### config.mk
export PLATFORM = sky130hd
export DESIGN_NAME = mc_port_arbiter_flat
export DESIGN_NICKNAME = d
export VERILOG_FILES = /design/src/rtl/mc_arb_pkg.sv /design/src/rtl/mc_port_arbiter_if.sv /design/src/rtl/mc_port_arbiter_rr_arbiter.sv /design/src/rtl/mc_port_arbiter.sv /design/src/flat_wrapper.sv
export SDC_FILE = /design/constraint.sdc
export NUM_CORES = 1
export LEC_CHECK = 0
export BUFFER_PORTS_ARGS = -buffer_cell sky130_fd_sc_hd__buf_2
export CORE_AREA = 2 2 446 448
export CTS_CLUSTER_DIAMETER = 150
export DETAILED_ROUTE_END_ITERATION = 16
export DIE_AREA = 0 0 448 450
export PLACE_DENSITY = 0.3
export SLEW_MARGIN = 25
export SYNTH_ARGS = -nofsm -noshare
export SYNTH_HDL_FRONTEND = slang
export SYNTH_SLANG_ARGS = --single-unit
### constraint.sdc
create_clock -name clk -period 6.43 [get_ports clk]
set_input_delay 0.9645 -clock clk [delete_from_list [all_inputs] [get_ports clk]]
set_output_delay 0.9645 -clock clk [all_outputs]
set_load 0.02 [all_outputs]
### src/rtl/mc_arb_pkg.sv
// ============================================================================
// Package  : mc_arb_pkg
// Brief    : Shared MC command codes, rtnctl ID placement and payload types
//            for the MC port arbiter.
// Revision : 1.0 - initial release
// ============================================================================
`default_nettype none

package mc_arb_pkg;

    localparam logic [2:0] c_mc_cmd_rd   = 3'd1;
    localparam logic [2:0] c_mc_cmd_wr   = 3'd2;
    localparam logic [2:0] c_mc_cmd_rd64 = 3'd6;
    localparam logic [2:0] c_mc_cmd_wr64 = 3'd7;

    localparam int c_out_cnt_w = 8;
    localparam int c_stat_w    = 32;

    typedef logic [c_out_cnt_w-1:0] out_cnt_t;

    typedef struct packed {
        logic [2:0]  cmd;
        logic [3:0]  scmd;
        logic [1:0]  size;
        logic [47:0] vadr;
        logic [63:0] data;
    } mc_rq_fields_t;

    typedef struct packed {
        logic [2:0]  cmd;
        logic [3:0]  scmd;
        logic [63:0] data;
    } mc_rs_fields_t;

    // The requester ID occupies the top ID bits of rtnctl.
    function automatic int rtnctl_id_lsb(input int rtnctl_width, input int id_w);
        return rtnctl_width - id_w;
    endfunction

endpackage

`default_nettype wire

### src/rtl/mc_port_arbiter_if.sv
// ============================================================================
// Interface : mc_port_arbiter_if
// Brief     : Requester-array and MC-lane signals of the MC port arbiter.
// Revision  : 1.0 - initial release
// ============================================================================
`default_nettype none

interface mc_port_arbiter_if #(
    parameter int NUM_REQ      = 4,
    parameter int RTNCTL_WIDTH = 32,
    parameter int ID_W         = $clog2(NUM_REQ)
);
    localparam int c_tag_w = RTNCTL_WIDTH - ID_W;

    // requester side
    logic [NUM_REQ-1:0]              req_vld;
    logic [NUM_REQ-1:0][2:0]         req_cmd;
    logic [NUM_REQ-1:0][3:0]         req_scmd;
    logic [NUM_REQ-1:0][1:0]         req_size;
    logic [NUM_REQ-1:0][47:0]        req_vadr;
    logic [NUM_REQ-1:0][63:0]        req_data;
    logic [NUM_REQ-1:0][c_tag_w-1:0] req_rtnctl;
    logic [NUM_REQ-1:0]              req_stall;

    logic [NUM_REQ-1:0]              rsp_vld;
    logic [2:0]                      rsp_cmd;
    logic [3:0]                      rsp_scmd;
    logic [63:0]                     rsp_data;
    logic [c_tag_w-1:0]              rsp_rtnctl;
    logic [NUM_REQ-1:0]              rsp_stall;

    // MC side
    logic                            mc_rq_vld;
    logic [2:0]                      mc_rq_cmd;
    logic [3:0]                      mc_rq_scmd;
    logic [1:0]                      mc_rq_size;
    logic [47:0]                     mc_rq_vadr;
    logic [63:0]                     mc_rq_data;
    logic [RTNCTL_WIDTH-1:0]         mc_rq_rtnctl;
    logic                            mc_rq_flush;
    logic                            mc_rq_stall;

    logic                            mc_rs_vld;
    logic [2:0]                      mc_rs_cmd;
    logic [3:0]                      mc_rs_scmd;
    logic [63:0]                     mc_rs_data;
    logic [RTNCTL_WIDTH-1:0]         mc_rs_rtnctl;
    logic                            mc_rs_stall;

    modport slave (
        input  req_vld, req_cmd, req_scmd, req_size, req_vadr, req_data, req_rtnctl,
        output req_stall,
        output rsp_vld, rsp_cmd, rsp_scmd, rsp_data, rsp_rtnctl,
        input  rsp_stall,
        output mc_rq_vld, mc_rq_cmd, mc_rq_scmd, mc_rq_size, mc_rq_vadr, mc_rq_data,
        output mc_rq_rtnctl, mc_rq_flush,
        input  mc_rq_stall,
        input  mc_rs_vld, mc_rs_cmd, mc_rs_scmd, mc_rs_data, mc_rs_rtnctl,
        output mc_rs_stall
    );

    modport master (
        output req_vld, req_cmd, req_scmd, req_size, req_vadr, req_data, req_rtnctl,
        input  req_stall,
        input  rsp_vld, rsp_cmd, rsp_scmd, rsp_data, rsp_rtnctl,
        output rsp_stall,
        input  mc_rq_vld, mc_rq_cmd, mc_rq_scmd, mc_rq_size, mc_rq_vadr, mc_rq_data,
        input  mc_rq_rtnctl, mc_rq_flush,
        output mc_rq_stall,
        output mc_rs_vld, mc_rs_cmd, mc_rs_scmd, mc_rs_data, mc_rs_rtnctl,
        input  mc_rs_stall
    );

endinterface

`default_nettype wire

### src/rtl/mc_port_arbiter_rr_arbiter.sv
// ============================================================================
// Module   : rr_arbiter
// Brief    : Combinational round-robin picker: first eligible index at or
//            after ptr, wrapping modulo N.
// Revision : 1.0 - initial release
// ============================================================================
`default_nettype none

module rr_arbiter #(
    parameter int N  = 4,
    parameter int PW = $clog2(N)
) (
    input  wire  [N-1:0]  eligible,
    input  wire  [PW-1:0] ptr,
    output logic [N-1:0]  grant,
    output logic [PW-1:0] winner,
    output logic          any_grant
);

    logic [PW-1:0] w_idx;

    always_comb begin
        grant     = '0;
        winner    = '0;
        any_grant = 1'b0;
        w_idx     = ptr;
        for (int k = 0; k < N; k++) begin
            if (!any_grant && eligible[w_idx]) begin
                any_grant     = 1'b1;
                grant[w_idx]  = 1'b1;
                winner        = w_idx;
            end
            w_idx = (w_idx == PW'(N - 1)) ? '0 : w_idx + PW'(1);
        end
    end

endmodule

`default_nettype wire

### src/rtl/mc_port_arbiter.sv
// ============================================================================
// Module   : mc_port_arbiter
// Brief    : Shares one MC request/response lane between NUM_REQ requesters
//            with round-robin grants, per-requester outstanding limits and
//            registered request/response stages.
// Options  : MC_ARB_STATS_EN adds grant and MC-stall statistics counters.
// Revision : 1.0 - initial release
// ============================================================================
`default_nettype none

module mc_port_arbiter
    import mc_arb_pkg::*;
#(
    parameter int NUM_REQ      = 4,
    parameter int RTNCTL_WIDTH = 32,
    parameter int ID_W         = $clog2(NUM_REQ),
    parameter int MAX_OUT      = 16
) (
    input  wire                                clk,
    input  wire                                rst_n,
    mc_port_arbiter_if.slave                   bus,
    output logic [NUM_REQ-1:0][c_stat_w-1:0]   stat_grants,
    output logic [c_stat_w-1:0]                stat_stall_cycles
);

    localparam int       c_id_lsb  = rtnctl_id_lsb(RTNCTL_WIDTH, ID_W);
    localparam int       c_tag_w   = c_id_lsb;
    localparam out_cnt_t c_max_out = out_cnt_t'(MAX_OUT);

    logic [ID_W-1:0]              r_ptr;
    out_cnt_t [NUM_REQ-1:0]       r_out_cnt;

    logic                         r_rq_vld;
    mc_rq_fields_t                r_rq;
    logic [RTNCTL_WIDTH-1:0]      r_rq_rtnctl;

    logic                         r_rs_vld;
    logic [ID_W-1:0]              r_rs_dest;
    mc_rs_fields_t                r_rs;
    logic [c_tag_w-1:0]           r_rs_tag;

    logic [NUM_REQ-1:0]           w_eligible;
    logic [NUM_REQ-1:0]           w_grant_raw;
    logic [NUM_REQ-1:0]           w_grant;
    logic [NUM_REQ-1:0]           w_deliver;
    logic [NUM_REQ-1:0]           w_rsp_vld;
    logic [ID_W-1:0]              w_winner;
    logic                         w_any_raw;
    logic                         w_slot;
    logic                         w_grant_vld;
    mc_rq_fields_t                w_rq_sel;

    logic [ID_W-1:0]              w_rs_id;
    logic                         w_rs_id_ok;
    logic                         w_rs_stall;
    logic                         w_rs_xfer;
    logic                         w_rs_accept;

    // ------------------------------------------------------------------
    // Request path
    // ------------------------------------------------------------------
    always_comb begin
        w_eligible = '0;
        w_deliver  = '0;
        w_rsp_vld  = '0;
        for (int i = 0; i < NUM_REQ; i++) begin
            w_eligible[i] = bus.req_vld[i] && (r_out_cnt[i] < c_max_out);
            w_deliver[i]  = w_rs_xfer && (int'(r_rs_dest) == i);
            w_rsp_vld[i]  = r_rs_vld && (int'(r_rs_dest) == i);
        end
    end

    rr_arbiter #(
        .N  (NUM_REQ),
        .PW (ID_W)
    ) u_rr_arbiter (
        .eligible  (w_eligible),
        .ptr       (r_ptr),
        .grant     (w_grant_raw),
        .winner    (w_winner),
        .any_grant (w_any_raw)
    );

    // A grant needs somewhere to land: an empty register or one the MC is taking now.
    assign w_slot      = !r_rq_vld || !bus.mc_rq_stall;
    assign w_grant_vld = w_any_raw && w_slot;
    assign w_grant     = w_slot ? w_grant_raw : '0;

    always_comb begin
        w_rq_sel      = '0;
        w_rq_sel.cmd  = bus.req_cmd[w_winner];
        w_rq_sel.scmd = bus.req_scmd[w_winner];
        w_rq_sel.size = bus.req_size[w_winner];
        w_rq_sel.vadr = bus.req_vadr[w_winner];
        w_rq_sel.data = bus.req_data[w_winner];
    end

    always_ff @(posedge clk or negedge rst_n) begin
        if (!rst_n) begin
            r_rq_vld    <= 1'b0;
            r_rq        <= '0;
            r_rq_rtnctl <= '0;
            r_ptr       <= '0;
        end else if (w_grant_vld) begin
            r_rq_vld    <= 1'b1;
            r_rq        <= w_rq_sel;
            r_rq_rtnctl <= {w_winner, bus.req_rtnctl[w_winner]};
            r_ptr       <= (int'(w_winner) == NUM_REQ - 1) ? '0 : w_winner + ID_W'(1);
        end else if (!bus.mc_rq_stall) begin
            r_rq_vld    <= 1'b0;
        end
    end

    // Outstanding count; a delivery with the count already at zero is ignored.
    always_ff @(posedge clk or negedge rst_n) begin
        if (!rst_n) begin
            r_out_cnt <= '0;
        end else begin
            for (int i = 0; i < NUM_REQ; i++) begin
                if (w_grant[i] && !w_deliver[i]) begin
                    r_out_cnt[i] <= r_out_cnt[i] + out_cnt_t'(1);
                end else if (!w_grant[i] && w_deliver[i] && (r_out_cnt[i] != '0)) begin
                    r_out_cnt[i] <= r_out_cnt[i] - out_cnt_t'(1);
                end
            end
        end
    end

    assign bus.req_stall    = ~w_grant;
    assign bus.mc_rq_vld    = r_rq_vld;
    assign bus.mc_rq_cmd    = r_rq.cmd;
    assign bus.mc_rq_scmd   = r_rq.scmd;
    assign bus.mc_rq_size   = r_rq.size;
    assign bus.mc_rq_vadr   = r_rq.vadr;
    assign bus.mc_rq_data   = r_rq.data;
    assign bus.mc_rq_rtnctl = r_rq_rtnctl;
    assign bus.mc_rq_flush  = 1'b0;

    // ------------------------------------------------------------------
    // Response path
    // ------------------------------------------------------------------
    assign w_rs_id     = bus.mc_rs_rtnctl[c_id_lsb +: ID_W];
    assign w_rs_id_ok  = int'(w_rs_id) < NUM_REQ;
    assign w_rs_stall  = r_rs_vld && bus.rsp_stall[r_rs_dest];
    assign w_rs_xfer   = r_rs_vld && !bus.rsp_stall[r_rs_dest];
    assign w_rs_accept = bus.mc_rs_vld && !w_rs_stall;

    // Responses carrying an out-of-range ID are consumed without a valid.
    always_ff @(posedge clk or negedge rst_n) begin
        if (!rst_n) begin
            r_rs_vld  <= 1'b0;
            r_rs_dest <= '0;
            r_rs      <= '0;
            r_rs_tag  <= '0;
        end else if (w_rs_accept) begin
            r_rs_vld <= w_rs_id_ok;
            if (w_rs_id_ok) begin
                r_rs_dest <= w_rs_id;
                r_rs.cmd  <= bus.mc_rs_cmd;
                r_rs.scmd <= bus.mc_rs_scmd;
                r_rs.data <= bus.mc_rs_data;
                r_rs_tag  <= bus.mc_rs_rtnctl[c_tag_w-1:0];
            end
        end else if (w_rs_xfer) begin
            r_rs_vld <= 1'b0;
        end
    end

    assign bus.rsp_vld     = w_rsp_vld;
    assign bus.rsp_cmd     = r_rs.cmd;
    assign bus.rsp_scmd    = r_rs.scmd;
    assign bus.rsp_data    = r_rs.data;
    assign bus.rsp_rtnctl  = r_rs_tag;
    assign bus.mc_rs_stall = w_rs_stall;

    // ------------------------------------------------------------------
    // Statistics
    // ------------------------------------------------------------------
`ifdef MC_ARB_STATS_EN
    logic [NUM_REQ-1:0][c_stat_w-1:0] r_stat_grants;
    logic [c_stat_w-1:0]              r_stat_stall;

    always_ff @(posedge clk or negedge rst_n) begin
        if (!rst_n) begin
            r_stat_grants <= '0;
            r_stat_stall  <= '0;
        end else begin
            for (int i = 0; i < NUM_REQ; i++) begin
                if (w_grant[i] && (r_stat_grants[i] != '1)) begin
                    r_stat_grants[i] <= r_stat_grants[i] + c_stat_w'(1);
                end
            end
            if (r_rq_vld && bus.mc_rq_stall && (r_stat_stall != '1)) begin
                r_stat_stall <= r_stat_stall + c_stat_w'(1);
            end
        end
    end

    assign stat_grants       = r_stat_grants;
    assign stat_stall_cycles = r_stat_stall;
`else
    assign stat_grants       = '0;
    assign stat_stall_cycles = '0;
`endif

endmodule

`default_nettype wire

### src/flat_wrapper.sv
// flat-port wrapper written by rule: the top's interface ports become plain ports
module mc_port_arbiter_flat import mc_arb_pkg::*;
#(
    parameter int NUM_REQ      = 4,
    parameter int RTNCTL_WIDTH = 32,
    parameter int ID_W         = $clog2(NUM_REQ),
    parameter int MAX_OUT      = 16
)
  (clk, rst_n, stat_grants, stat_stall_cycles, bus_req_vld, bus_req_cmd, bus_req_scmd, bus_req_size, bus_req_vadr, bus_req_data, bus_req_rtnctl, bus_req_stall, bus_rsp_vld, bus_rsp_cmd, bus_rsp_scmd, bus_rsp_data, bus_rsp_rtnctl, bus_rsp_stall, bus_mc_rq_vld, bus_mc_rq_cmd, bus_mc_rq_scmd, bus_mc_rq_size, bus_mc_rq_vadr, bus_mc_rq_data, bus_mc_rq_rtnctl, bus_mc_rq_flush, bus_mc_rq_stall, bus_mc_rs_vld, bus_mc_rs_cmd, bus_mc_rs_scmd, bus_mc_rs_data, bus_mc_rs_rtnctl, bus_mc_rs_stall);
  mc_port_arbiter_if #(.NUM_REQ(NUM_REQ), .RTNCTL_WIDTH(RTNCTL_WIDTH), .ID_W(ID_W)) bus_i ();
  input  wire clk;
  input  wire rst_n;
  output logic [NUM_REQ-1:0][c_stat_w-1:0] stat_grants;
  output logic [c_stat_w-1:0] stat_stall_cycles;
  input wire logic [$bits(bus_i.req_vld)-1:0] bus_req_vld;
  input wire logic [$bits(bus_i.req_cmd)-1:0] bus_req_cmd;
  input wire logic [$bits(bus_i.req_scmd)-1:0] bus_req_scmd;
  input wire logic [$bits(bus_i.req_size)-1:0] bus_req_size;
  input wire logic [$bits(bus_i.req_vadr)-1:0] bus_req_vadr;
  input wire logic [$bits(bus_i.req_data)-1:0] bus_req_data;
  input wire logic [$bits(bus_i.req_rtnctl)-1:0] bus_req_rtnctl;
  output wire logic [$bits(bus_i.req_stall)-1:0] bus_req_stall;
  output wire logic [$bits(bus_i.rsp_vld)-1:0] bus_rsp_vld;
  output wire logic [$bits(bus_i.rsp_cmd)-1:0] bus_rsp_cmd;
  output wire logic [$bits(bus_i.rsp_scmd)-1:0] bus_rsp_scmd;
  output wire logic [$bits(bus_i.rsp_data)-1:0] bus_rsp_data;
  output wire logic [$bits(bus_i.rsp_rtnctl)-1:0] bus_rsp_rtnctl;
  input wire logic [$bits(bus_i.rsp_stall)-1:0] bus_rsp_stall;
  output wire logic [$bits(bus_i.mc_rq_vld)-1:0] bus_mc_rq_vld;
  output wire logic [$bits(bus_i.mc_rq_cmd)-1:0] bus_mc_rq_cmd;
  output wire logic [$bits(bus_i.mc_rq_scmd)-1:0] bus_mc_rq_scmd;
  output wire logic [$bits(bus_i.mc_rq_size)-1:0] bus_mc_rq_size;
  output wire logic [$bits(bus_i.mc_rq_vadr)-1:0] bus_mc_rq_vadr;
  output wire logic [$bits(bus_i.mc_rq_data)-1:0] bus_mc_rq_data;
  output wire logic [$bits(bus_i.mc_rq_rtnctl)-1:0] bus_mc_rq_rtnctl;
  output wire logic [$bits(bus_i.mc_rq_flush)-1:0] bus_mc_rq_flush;
  input wire logic [$bits(bus_i.mc_rq_stall)-1:0] bus_mc_rq_stall;
  input wire logic [$bits(bus_i.mc_rs_vld)-1:0] bus_mc_rs_vld;
  input wire logic [$bits(bus_i.mc_rs_cmd)-1:0] bus_mc_rs_cmd;
  input wire logic [$bits(bus_i.mc_rs_scmd)-1:0] bus_mc_rs_scmd;
  input wire logic [$bits(bus_i.mc_rs_data)-1:0] bus_mc_rs_data;
  input wire logic [$bits(bus_i.mc_rs_rtnctl)-1:0] bus_mc_rs_rtnctl;
  output wire logic [$bits(bus_i.mc_rs_stall)-1:0] bus_mc_rs_stall;
  assign bus_i.req_vld = bus_req_vld;
  assign bus_i.req_cmd = bus_req_cmd;
  assign bus_i.req_scmd = bus_req_scmd;
  assign bus_i.req_size = bus_req_size;
  assign bus_i.req_vadr = bus_req_vadr;
  assign bus_i.req_data = bus_req_data;
  assign bus_i.req_rtnctl = bus_req_rtnctl;
  assign bus_req_stall = bus_i.req_stall;
  assign bus_rsp_vld = bus_i.rsp_vld;
  assign bus_rsp_cmd = bus_i.rsp_cmd;
  assign bus_rsp_scmd = bus_i.rsp_scmd;
  assign bus_rsp_data = bus_i.rsp_data;
  assign bus_rsp_rtnctl = bus_i.rsp_rtnctl;
  assign bus_i.rsp_stall = bus_rsp_stall;
  assign bus_mc_rq_vld = bus_i.mc_rq_vld;
  assign bus_mc_rq_cmd = bus_i.mc_rq_cmd;
  assign bus_mc_rq_scmd = bus_i.mc_rq_scmd;
  assign bus_mc_rq_size = bus_i.mc_rq_size;
  assign bus_mc_rq_vadr = bus_i.mc_rq_vadr;
  assign bus_mc_rq_data = bus_i.mc_rq_data;
  assign bus_mc_rq_rtnctl = bus_i.mc_rq_rtnctl;
  assign bus_mc_rq_flush = bus_i.mc_rq_flush;
  assign bus_i.mc_rq_stall = bus_mc_rq_stall;
  assign bus_i.mc_rs_vld = bus_mc_rs_vld;
  assign bus_i.mc_rs_cmd = bus_mc_rs_cmd;
  assign bus_i.mc_rs_scmd = bus_mc_rs_scmd;
  assign bus_i.mc_rs_data = bus_mc_rs_data;
  assign bus_i.mc_rs_rtnctl = bus_mc_rs_rtnctl;
  assign bus_mc_rs_stall = bus_i.mc_rs_stall;
  mc_port_arbiter #(.NUM_REQ(NUM_REQ), .RTNCTL_WIDTH(RTNCTL_WIDTH), .ID_W(ID_W), .MAX_OUT(MAX_OUT)) u_core (.clk(clk), .rst_n(rst_n), .bus(bus_i), .stat_grants(stat_grants), .stat_stall_cycles(stat_stall_cycles));
endmodule
==> impl_metrics.yaml, run 1 <==
place:
  hpwl_um: 78800
  dpl_cell_area_sq_um: 25100
  gp_congestion: 0.846
  portBuffers: 982
  dpl.cell_count: 5122
  place_ws_ns: 1.44
timing:
  tightestPinTransition_ns: 0.954
  finalHoldViolCount: 0
  timing.slew.headroom_pct: 35.8
  fin_crit_ns: 5.06
  fin_ws_ns: 1.37
  finClkSkew_ns: 0.0758
  fmax_ghz: 0.198
  final-setup-viol-count: 0
  drv_slew: 0
  rsz0062_at_grt: "no"
  timing.hold.ws_ns: 0.224
  period_share_pct: 78.6
  fin_tns_setup_ns: 0
die:
  fp.dieW_um: 448
  dieArea_sq_um: 202000
  initial_core_util_pct: 8.97
  ios: 1144
  chipHeight_um: 450
  coreArea_sq_um: 197000
  core.rowCount: 163
cts:
  post_cts_resized: 0
  cts_setup_buffers: 0
  cts_tree: "done"
  root_buffer: "clkbuf_16"
  clk_pin_slew_ns: 0.06
  clock-sinks: 292
  cts_max_level: 2
  cts_buffers: 45
  clockBufferDepth: 3
  clk_latency_ns: 0.65
  cts_hold_buf: 0
cells_and_area:
  fin_cells: 5209
  nets: 3284
  final_util_pct: 13.6
  drive_above_1_share_pct: 47.5
  area_growth_pct: 51.3
  fin_area_sq_um: 26700
  fill_cells: 22600
power:
  p_per_area_nw_per_um2: 680
  power.leakage_nw: 14.3
  ir_drop_uv: 593
  finalPower_mw: 18.1
critical_path:
  max_stage_delay_ns: 0.65
  crit_path_top_delay_cell: "mux4_1"
  critical_path_class: "reg2reg"
  rr_worst_depth: 17
  worstPathMaxFanout: 10
  critPathArrivalTime_ns: 5.58
  worstSetupEndpointType: "flop"
  worst-r2r-setup-slack_ns: 1.37
  worstPathCellList: "inv_1 -> ha_1 -> clkinv_1 -> mux4_1 -> nor4b_4 -> a31oi_1 -> a21oi_1 -> inv_1 -> ha_1 -> a21o_1 -> a21oi_1 -> o21ai_0 -> o21ai_0 -> nand2b_1 -> a21oi_1 -> mux2i_1 -> xnor2_1"
  startpoint_type: "flop"
  cpMostUsedCell: "a21oi_1"
  required_ns: 6.95
  reg2reg_to: "u_core.r_out_cnt[15]"
  r2r-start: "u_core.r_ptr[0]"
global_routing:
  antenna_found_initial: 41
  grt-ovfl-total: 0
  grt_pass1_vias: 16400
  gr-usage-all-layers_pct: 9.19
  grt_max_degree: 131
  grt_pass1_wl_um: 130000
synthesis:
  postSynth.asyncResetShare_pct: 100
  synth_top_flop_cell: "dfrtp_1"
  ys_types: 66
  synth_area_sq_um: 17600
  yosys_register_bits: 292
  syn_inst: 1576
  synth_edf_count: 0
  yosysWarnings: 0
  ys_seq_area_share_pct: 41.4
  avgSynthCellArea_sq_um: 11.2
route:
  post_drt_via_cell_ratio: 3.06
  routed_wl_um: 97100
  dr.pass1.iters: 4
  drc: 0
  drt_iter0_drc: 566
  ant_nets: 0
  wl_per_cell_um: 18.6
  vias: 15900
run:
  cap_violations: 0
outcome:
  outcome: "complete, no violations"
min_path:
  hp-class: "in2async"
-- state kept, by name, indices dropped and copies added (netlist names) --
signal,count
u_core.r_rs_vld,1
u_core.bus.mc_rq_scmd,4
u_core.bus.mc_rq_data,64
u_core.bus.rsp_scmd,4
u_core.bus.rsp_data,64
u_core.r_rs_dest,2
u_core.r_ptr,2
u_core.bus.mc_rq_vld,1
u_core.bus.mc_rq_size,2
u_core.bus.mc_rq_cmd,3
u_core.bus.rsp_cmd,3
u_core.r_out_cnt,32
u_core.bus.mc_rq_vadr,48
u_core.bus.rsp_rtnctl,30
u_core.bus.mc_rq_rtnctl,32
-- worst max-delay path: cells and delay by family, from the launching register on --
family	cells	cell delay, ns
compound gates	7	1.39
xor+xnor	1	0.13
fa+ha+maj	2	0.77
buf+inv	3	0.76
flops	1	0.52
mux	2	0.88
simple gates	2	0.47
-- area by class of cell --
| class | count | area [sq um] | share of cell area, % |
|---|---|---|---|
| Sequential cell | 292 | 7310 | 27.4 |
| Tap cell | 2640 | 3300 | 12.4 |
| Multi-Input combinational cell | 1156 | 9180 | 34.4 |
| Clock inverter | 17 | 256 | 0.962 |
| Clock buffer | 58 | 1250 | 4.71 |
| Timing Repair Buffer | 1013 | 5260 | 19.7 |
| Inverter | 21 | 78.8 | 0.296 |
| Antenna cell | 12 | 30.0 | 0.113 |
-- synthesized netlist by cell type, types with 3 or more instances --
master,count,share of area [%]
mux2i_1,306,17
dfrtp_1,292,41
a21o_1,169,7.2
buf_4,161,6.9
o22ai_1,152,5.4
mux2_2,103,6.6
buf_2,46,1.3
clkbuf_1,42,0.89
ha_1,32,2.3
nand2_1,30,0.64
xnor2_1,23,1.1
a21oi_1,21,0.60
inv_1,20,0.43
o21ai_0,16,0.45
nor2_1,14,0.30
a22o_1,13,0.65
buf_1,12,0.26
nor4_1,10,0.35
nand2b_1,9,0.32
xor2_1,9,0.45
a31oi_1,6,0.21
buf_6,5,0.32
mux2_4,5,0.43
nand3b_1,5,0.21
o31ai_1,5,0.21
or2_1,5,0.18
a22o_2,4,0.23
and2_1,4,0.14
fa_1,4,0.45
nor3_1,4,0.11
and3_1,3,0.11
or4_1,3,0.13
-- per-layer routing --
layer	share of wire (%)	up-vias	track usage [%]
li1	-	7423	-
met1	39	7768	10.5
met2	54	584	17.0
met3	4.9	128	1.78
met4	2.4	18	2.75
met5	0.11	-	0
-- layout by cell type, fill, tap and decap left out, types with 3 or more instances in the layout --
cell	Yosys	layout
buf_2	46	981
mux2i_1	306	306
dfrtp_1	292	292
a21o_1	169	169
conb_1	1	161
o22ai_1	152	152
mux2_2	103	103
clkbuf_16	0	45
ha_1	32	32
nand2_1	30	29
xnor2_1	23	23
buf_4	161	23
a21oi_1	21	21
inv_1	20	20
o21ai_0	16	16
nor2_1	14	14
a22o_1	13	13
diode_2	0	12
nor4_1	10	10
xor2_1	9	9
nand2b_1	9	8
clkbuf_8	0	8
clkinv_2	0	8
buf_12	0	8
a31oi_1	6	6
nand3b_1	5	5
o31ai_1	5	5
mux2_4	5	5
clkbuf_1	42	5
nor3_1	4	4
or2_1	5	4
a22o_2	4	4
fa_1	4	4
bufinv_16	0	4
and2_1	4	3
or4_1	3	3
and3_1	3	3
-- logic make-up (layout without fill, tap and decap cells) --
| kind of cell | count (synthesis) | count (layout) | synth area share, % |
|---|---|---|---|
| compound gates | 407 | 407 | 16.0 |
| xor+xnor | 32 | 32 | 1.59 |
| fa+ha+maj | 36 | 36 | 2.73 |
| buf+inv | 288 | 1109 | 10.1 |
| flops | 292 | 292 | 41.4 |
| mux | 417 | 417 | 24.8 |
| other cells | 1 | 173 | 0.0213 |
| simple gates | 103 | 103 | 3.30 |
-- power breakdown --
group / internal, mW / switching (mW)
sequential: 2.80 / 0.550
combinational: 4.90 / 7.29
clock: 1.54 / 1.05
total: 9.24 / 8.89
-- worst max path at each step --
stage	to	slack (ns)	cells past startpoint	startpoint
after floorplan	u_core.r_out_cnt[15]	2.21	17	u_core.r_ptr[0]
after global placement	u_core.r_out_cnt[15]	1.42	17	u_core.r_ptr[0]
after detailed placement	u_core.r_out_cnt[15]	1.44	17	u_core.r_ptr[0]
after CTS	u_core.r_out_cnt[15]	1.37	17	u_core.r_ptr[0]
after global routing	u_core.r_out_cnt[7]	0.93	17	u_core.r_ptr[0]
final	u_core.r_out_cnt[15]	1.37	17	u_core.r_ptr[0]
(Power assumes the default switching activity.)
==> inputs of run 2 (changes only) <==
--- a/config.mk
+++ b/config.mk
@@ -5,11 +5,12 @@
 export SDC_FILE = /design/constraint.sdc
 export NUM_CORES = 1
 export LEC_CHECK = 0
+export ABC_AREA = 1
 export BUFFER_PORTS_ARGS = -buffer_cell sky130_fd_sc_hd__buf_2
-export CORE_AREA = 2 2 446 448
+export CORE_AREA = 2 2 442 444
 export CTS_CLUSTER_DIAMETER = 150
 export DETAILED_ROUTE_END_ITERATION = 16
-export DIE_AREA = 0 0 448 450
+export DIE_AREA = 0 0 444 446
 export PLACE_DENSITY = 0.3
 export SLEW_MARGIN = 25
 export SYNTH_ARGS = -nofsm -noshare
==> constraint.sdc (replaced) <==
create_clock -name clk -period 4.9 [get_ports clk]
set_input_delay 0.735 -clock clk [delete_from_list [all_inputs] [get_ports clk]]
set_output_delay 0.735 -clock clk [all_outputs]
set_load 0.02 [all_outputs]
==> run 2 against run 1 <==
Against the previous run:
- register-to-register slack lost 0.80 ns
- clock power grew 48%
- utilization grew 1.1 points
- hold slack lost 0.058 ns
- critical endpoint is now u_core.bus.mc_rq_vadr[26]
- largest power group unchanged
==> impl_metrics.yaml, run 2 <==
route:
  wl_per_cell_um: 19.9
  dr.pass1.iters: 5
  routed_wl_um: 118000
  vias: 19800
  post_drt_via_cell_ratio: 3.36
  ant_nets: 0
  drc: 0
  drt_iter0_drc: 1054
synthesis:
  avgSynthCellArea_sq_um: 8.11
  synth_area_sq_um: 19500
  synth_edf_count: 0
  yosys.area_share.simple_pct: 23.8
  ys_seq_area_share_pct: 37.5
  synth_top_flop_cell: "dfrtp_1"
  yosysTopAreaCell: "dfrtp_1"
  synth_fa_ha_area_share_pct: 2.47
  yosysWarnings: 0
  synthTopCellsByCount: "nand2_1 (556), dfrtp_1 (292), inv_1 (282)"
  syn_inst: 2400
  ys_types: 41
  synth_compound_area_share_pct: 13.2
  synth-xor-area-share_pct: 1.08
  yosysMostFrequentCell: "nand2_1"
  synth_top_family_by_area: "simple AND/OR/NAND/NOR gates"
  synth_top_area_share_pct: 37.5
  postSynth.asyncResetShare_pct: 100
  synth_mux_area_share_pct: 5.84
  yosys_register_bits: 292
  synthTopCellsByArea: "dfrtp_1 (38%), nand2_1 (11%), buf_4 (7.3%)"
critical_path:
  worstPathCellList: "inv_2 -> ha_1 -> inv_1 -> nor2_2 -> nor2_1 -> nand3_1 -> nand2_2 -> nand3_2 -> nor2_4 -> nand2_4 -> nand2_8 -> buf_12 -> buf_16 -> a21oi_1 -> o21ai_1 -> nand3_1"
  startpoint_type: "flop"
  crit_path_top_delay_cell: "dfrtp_1"
  r2r-start: "u_core.r_ptr[0]"
  cpMostUsedCell: "nand3_1"
  worstPathMaxFanout: 151
  max_stage_delay_ns: 0.55
  worstSetupEndpointType: "flop"
  critical_path_class: "reg2reg"
  crit_start: "u_core.r_ptr[0]"
  critPathArrivalTime_ns: 4.80
  required_ns: 5.37
die:
  chipHeight_um: 446
  dieArea_sq_um: 198000
  core.rowCount: 162
  coreArea_sq_um: 194000
  ios: 1144
  fp.dieW_um: 444
  initial_core_util_pct: 10.1
global_routing:
  grt_pass1_vias: 20200
  grt-ovfl-total: 0
  grt_max_degree: 184
  antenna_found_initial: 72
  gr-usage-all-layers_pct: 11.4
  grt_pass1_wl_um: 161000
timing:
  final-setup-viol-count: 0
  fmax_ghz: 0.231
  drv_slew: 0
  fin_tns_setup_ns: 0
  period_share_pct: 88.4
  fin_crit_ns: 4.33
  finalHoldViolCount: 0
  rsz0062_at_grt: "no"
  timing.slew.headroom_pct: 34.2
  finClkSkew_ns: 0.0341
  fin_ws_ns: 0.571
  tightestPinTransition_ns: 0.987
cts:
  clk_latency_ns: 0.66
  cts_buffers: 47
  clock-sinks: 292
  cts_hold_buf: 0
  post_cts_resized: 0
  root_buffer: "clkbuf_16"
  clockBufferDepth: 3
  clk_pin_slew_ns: 0.06
  cts_tree: "done"
  cts_setup_buffers: 0
  cts_max_level: 2
cells_and_area:
  final_common_cell: "buf_2"
  nets: 4071
  multi_input_area_sq_um: 9660
  area_growth_pct: 45.6
  fill_cells: 22400
  final_util_pct: 14.6
  drive_above_1_share_pct: 39.4
  final_cell_mix: "buf_2 (981), nand2_1 (555), dfrtp_1 (292)"
  ff_latch_area_sq_um: 7310
min_path:
  hp-class: "in2async"
outcome:
  outcome: "complete, no violations"
power:
  finalPower_mw: 28.9
  ir_drop_uv: 1150
  power.leakage_nw: 14.2
  p_per_area_nw_per_um2: 1020
place:
  gp_congestion: 0.840
  place_ws_ns: 0.653
  hpwl_um: 93700
  portBuffers: 982
run:
  cap_violations: 0
## run 2: path summary, 6_finish.rpt
check | slack (ns) | depth (start not counted) | end
worst min-delay path | 0.17 | 1 | u_core.bus.rsp_data[20]
min in group clk | 0.30 | 2 | u_core.bus.rsp_rtnctl[7]
worst min register to register | 0.47 | 2 | u_core.bus.mc_rq_vadr[30]
worst max-delay path | 0.57 | 16 | u_core.bus.mc_rq_vadr[26]
max in group asynchronous | 3.64 | 2 | u_core.bus.mc_rq_data[35]
worst max register to register | 0.57 | 16 | u_core.bus.mc_rq_vadr[26]
## run 2: report_power, final
group          switching [mW]  internal, mW  leakage (nW)
sequential              0.756          3.78          3.46
clock                    1.49          2.34         0.840
combinational            14.3          6.25          9.92
total                    16.5          12.4          14.2
## run 2: through the flow
| stage | cell area, sq um | hold slack, ns | std cells |
|---|---|---|---|
| after floorplan | 20100 | 0.439 | 2560 |
| after global placement | 26500 | 0.459 | 5807 |
| after detailed placement | 26500 | 0.459 | 5807 |
| after CTS | 28200 | 0.138 | 5894 |
| after global routing | 28300 | 0.177 | 5899 |
| final | 28300 | 0.167 | 5908 |
## run 2: area by class of cell
cell class	count	share of cell area, %
Sequential cell	292	25.8
Multi-Input combinational cell	1677	34.1
Clock inverter	25	1.46
Tap cell	2542	11.2
Inverter	289	3.84
Timing Repair Buffer	1009	18.8
Antenna cell	12	0.106
Clock buffer	62	4.67
## run 2: routing by layer
layer / routed length (um) / part of all wire, % / track usage (%) / vias up
li1: - / - / - / 9393
met1: 48700 / 41 / 13.8 / 9510
met2: 58500 / 50 / 20.1 / 741
met3: 7830 / 6.7 / 3.10 / 179
met4: 2480 / 2.1 / 2.44 / 20
met5: 117 / 0.099 / 0 / -
## run 2: worst max-delay path, delay by kind of cell (launching register included)
kind	cells	cell delay (ns)
buffers and inverters	4	1.01
DFF	1	0.55
AOI/OAI and AO/OA	2	0.66
and+or+nand+nor	9	1.27
adders and majority gates	1	0.37
## run 2: cells by family after synthesis
kind of cell | count (synthesis)
AO/OA/AOI/OAI | 351
XOR/XNOR | 24
multiplexers | 101
flip-flops | 292
AND/OR/NAND/NOR | 1004
adder cells (fa/ha/maj) | 36
other | 1
buffers and inverters | 591
==> inputs of run 3 (changes only) <==
--- a/config.mk
+++ b/config.mk
@@ -6,11 +6,11 @@
 export NUM_CORES = 1
 export LEC_CHECK = 0
 export ABC_AREA = 1
-export BUFFER_PORTS_ARGS = -buffer_cell sky130_fd_sc_hd__buf_2
-export CORE_AREA = 2 2 442 444
+export BUFFER_PORTS_ARGS = -buffer_cell sky130_fd_sc_hd__buf_4
+export CORE_AREA = 2 2 452 454
 export CTS_CLUSTER_DIAMETER = 150
 export DETAILED_ROUTE_END_ITERATION = 16
-export DIE_AREA = 0 0 444 446
+export DIE_AREA = 0 0 454 456
 export PLACE_DENSITY = 0.3
 export SLEW_MARGIN = 25
 export SYNTH_ARGS = -nofsm -noshare
==> run 3 against run 2 <==
Against the previous run:
- critical endpoint is now u_core.r_out_cnt[6]
- critical path type unchanged
- largest cell class unchanged
- highest routed layer unchanged
- count of clock-buffer cells in the layout is 5 higher
- global-route usage is 0.35 points higher
- non-clock buffer count is 9 higher
- worst setup slack better by 0.080 ns
==> impl_metrics.yaml, run 3 (synthesis results as in run 2) <==
outcome:
  outcome: "complete, no violations"
critical_path:
  worstPathCellList: "inv_2 -> ha_1 -> inv_1 -> nor2_2 -> nor2_1 -> nand3_1 -> nand2_2 -> nand3_2 -> nor2_4 -> nand2_1 -> nand2_1 -> nand3_1 -> ha_1 -> a21oi_1 -> inv_1 -> a31oi_1 -> nor2_1 -> o21ai_0 -> nand2_1 -> xnor2_1 -> a21oi_1"
  critical_path_class: "reg2reg"
  cpLargestDelayFamily: "simple AND/OR/NAND/NOR gates"
  cpMostUsedCell: "nand2_1"
  crit_path_top_delay_cell: "dfrtp_1"
  worst-r2r-setup-slack_ns: 0.65
  required_ns: 5.40
  worstSetupEndpointType: "flop"
  startpoint_type: "flop"
  r2r-start: "u_core.r_ptr[0]"
  max_stage_delay_ns: 0.54
  worstPathMaxFanout: 10
  rr_worst_depth: 21
  reg2reg_to: "u_core.r_out_cnt[6]"
  critPathBufInv: 3
  critPathArrivalTime_ns: 4.75
cells_and_area:
  nets: 4081
  final_util_pct: 15.3
  area_growth_pct: 58.5
  final_cell_mix: "buf_4 (1,005), nand2_1 (555), dfrtp_1 (292)"
  drive_above_1_share_pct: 39.5
  fin_cells: 6052
  final_common_cell: "buf_4"
global_routing:
  grt_max_degree: 117
  grt_pass1_wl_um: 170000
  antenna_found_initial: 51
  grt_pass1_vias: 20200
  gr-usage-all-layers_pct: 11.8
  grt-ovfl-total: 0
cts:
  cts_setup_buffers: 0
  clockBufferDepth: 3
  clock-sinks: 292
  root_buffer: "clkbuf_16"
  cts_hold_buf: 0
  cts_tree: "done"
  clk_latency_ns: 0.67
  post_cts_resized: 0
  cts_max_level: 2
  cts_buffers: 48
  clk_pin_slew_ns: 0.06
route:
  routed-wl-met2_um: 62200
  dr.pass1.iters: 5
  drt_iter0_drc: 1028
  routed_wl_um: 127000
  drc: 0
  wl_per_cell_um: 20.9
  vias: 19700
  top_layer: "met5"
  post_drt_via_cell_ratio: 3.25
  ant_nets: 0
  route.met3.wl_um: 9970
  m1WireLength_um: 50500
min_path:
  hp-class: "in2async"
timing:
  rsz0062_at_grt: "no"
  drv_slew: 0
  final-setup-viol-count: 0
  finClkSkew_ns: 0.0434
  finalHoldViolCount: 0
  period_share_pct: 86.7
  fin_tns_setup_ns: 0
  fmax_ghz: 0.235
  fin_crit_ns: 4.25
  tightestPinTransition_ns: 0.972
  timing.slew.headroom_pct: 35.2
die:
  coreArea_sq_um: 202000
  dieArea_sq_um: 207000
  chipHeight_um: 456
  initial_core_util_pct: 9.65
  ios: 1144
  core.rowCount: 165
  fp.dieW_um: 454
power:
  p_per_area_nw_per_um2: 964
  power.leakage_nw: 15.0
  ir_drop_uv: 1090
place:
  dpl.cell_count: 5948
  hpwl_um: 102000
  gp_congestion: 0.839
  portBuffers: 982
run:
  cap_violations: 0
==> run 3: changes by cell type in the layout (fill, tap and decap cells not counted), moves of 2 or more <==
cell	previous run	this run
buf_12	13	11
buf_16	2	0
buf_2	981	0
buf_4	12	1005
bufinv_16	8	3
clkbuf_8	9	12
clkinv_2	8	13
clkinvlp_4	3	1
diode_2	12	18
inv_6	3	1
==> run 3: final cells by class <==
cell class                      count  area [sq um]
Antenna cell                       18          45.0
Clock buffer                       67          1390
Clock inverter                     19           230
Fill cell                       23200        171000
Inverter                          289          1090
Multi-Input combinational cell   1677          9660
Sequential cell                   292          7310
Tap cell                         2672          3340
Timing Repair Buffer             1018          7790
==> run 3: routing by layer <==
metal | up-vias | GRT usage [%]
li1 | 9424 | -
met1 | 9380 | 13.7
met2 | 693 | 19.7
met3 | 145 | 4.03
met4 | 20 | 4.60
met5 | - | 0
==> run 3: how the worst max path moves through the flow <==
| stage | slack (ns) | start | endpoint | cells after the start |
|---|---|---|---|---|
| 5_1_grt | 0.30 | u_core.r_ptr[0] | u_core.r_out_cnt[30] | 22 |
| 3_5_place_dp | 0.73 | u_core.r_ptr[0] | u_core.r_out_cnt[6] | 21 |
| 6_report | 0.65 | u_core.r_ptr[0] | u_core.r_out_cnt[6] | 21 |
| 3_3_place_gp | 0.66 | u_core.r_ptr[0] | u_core.r_out_cnt[6] | 21 |
| 4_1_cts | 0.71 | u_core.r_ptr[0] | u_core.r_out_cnt[6] | 21 |
| 2_1_floorplan | 1.40 | u_core.r_ptr[0] | u_core.r_out_cnt[14] | 21 |
==> run 3: per-stage QoR <==
step / worst slack [ns] / hold WS (ns) / instance area (sq um) / power, mW
finish: 0.651 / 0.0746 / 30900 / 29.8
global placement: 0.664 / 0.467 / 29200 / 26.7
global route: 0.298 / 0.0999 / 30900 / 32.5
floorplan: 1.40 / 0.439 / 20100 / 18.7
detailed placement: 0.733 / 0.468 / 29200 / 26.7
CTS: 0.713 / 0.0743 / 30800 / 30.6
==> run 3: worst register-to-register path: cells and delay by family, from the launching register on <==
family | cells | cell delay, ns
simple gates | 11 | 1.47
fa+ha+maj | 2 | 0.90
buf+inv | 3 | 0.42
flops | 1 | 0.54
xor+xnor | 1 | 0.15
compound gates | 4 | 0.65
==> run 3: power breakdown <==
part	internal (mW)	switching, mW
sequential	3.78	0.871
combinational	6.94	14.5
clock	2.14	1.48
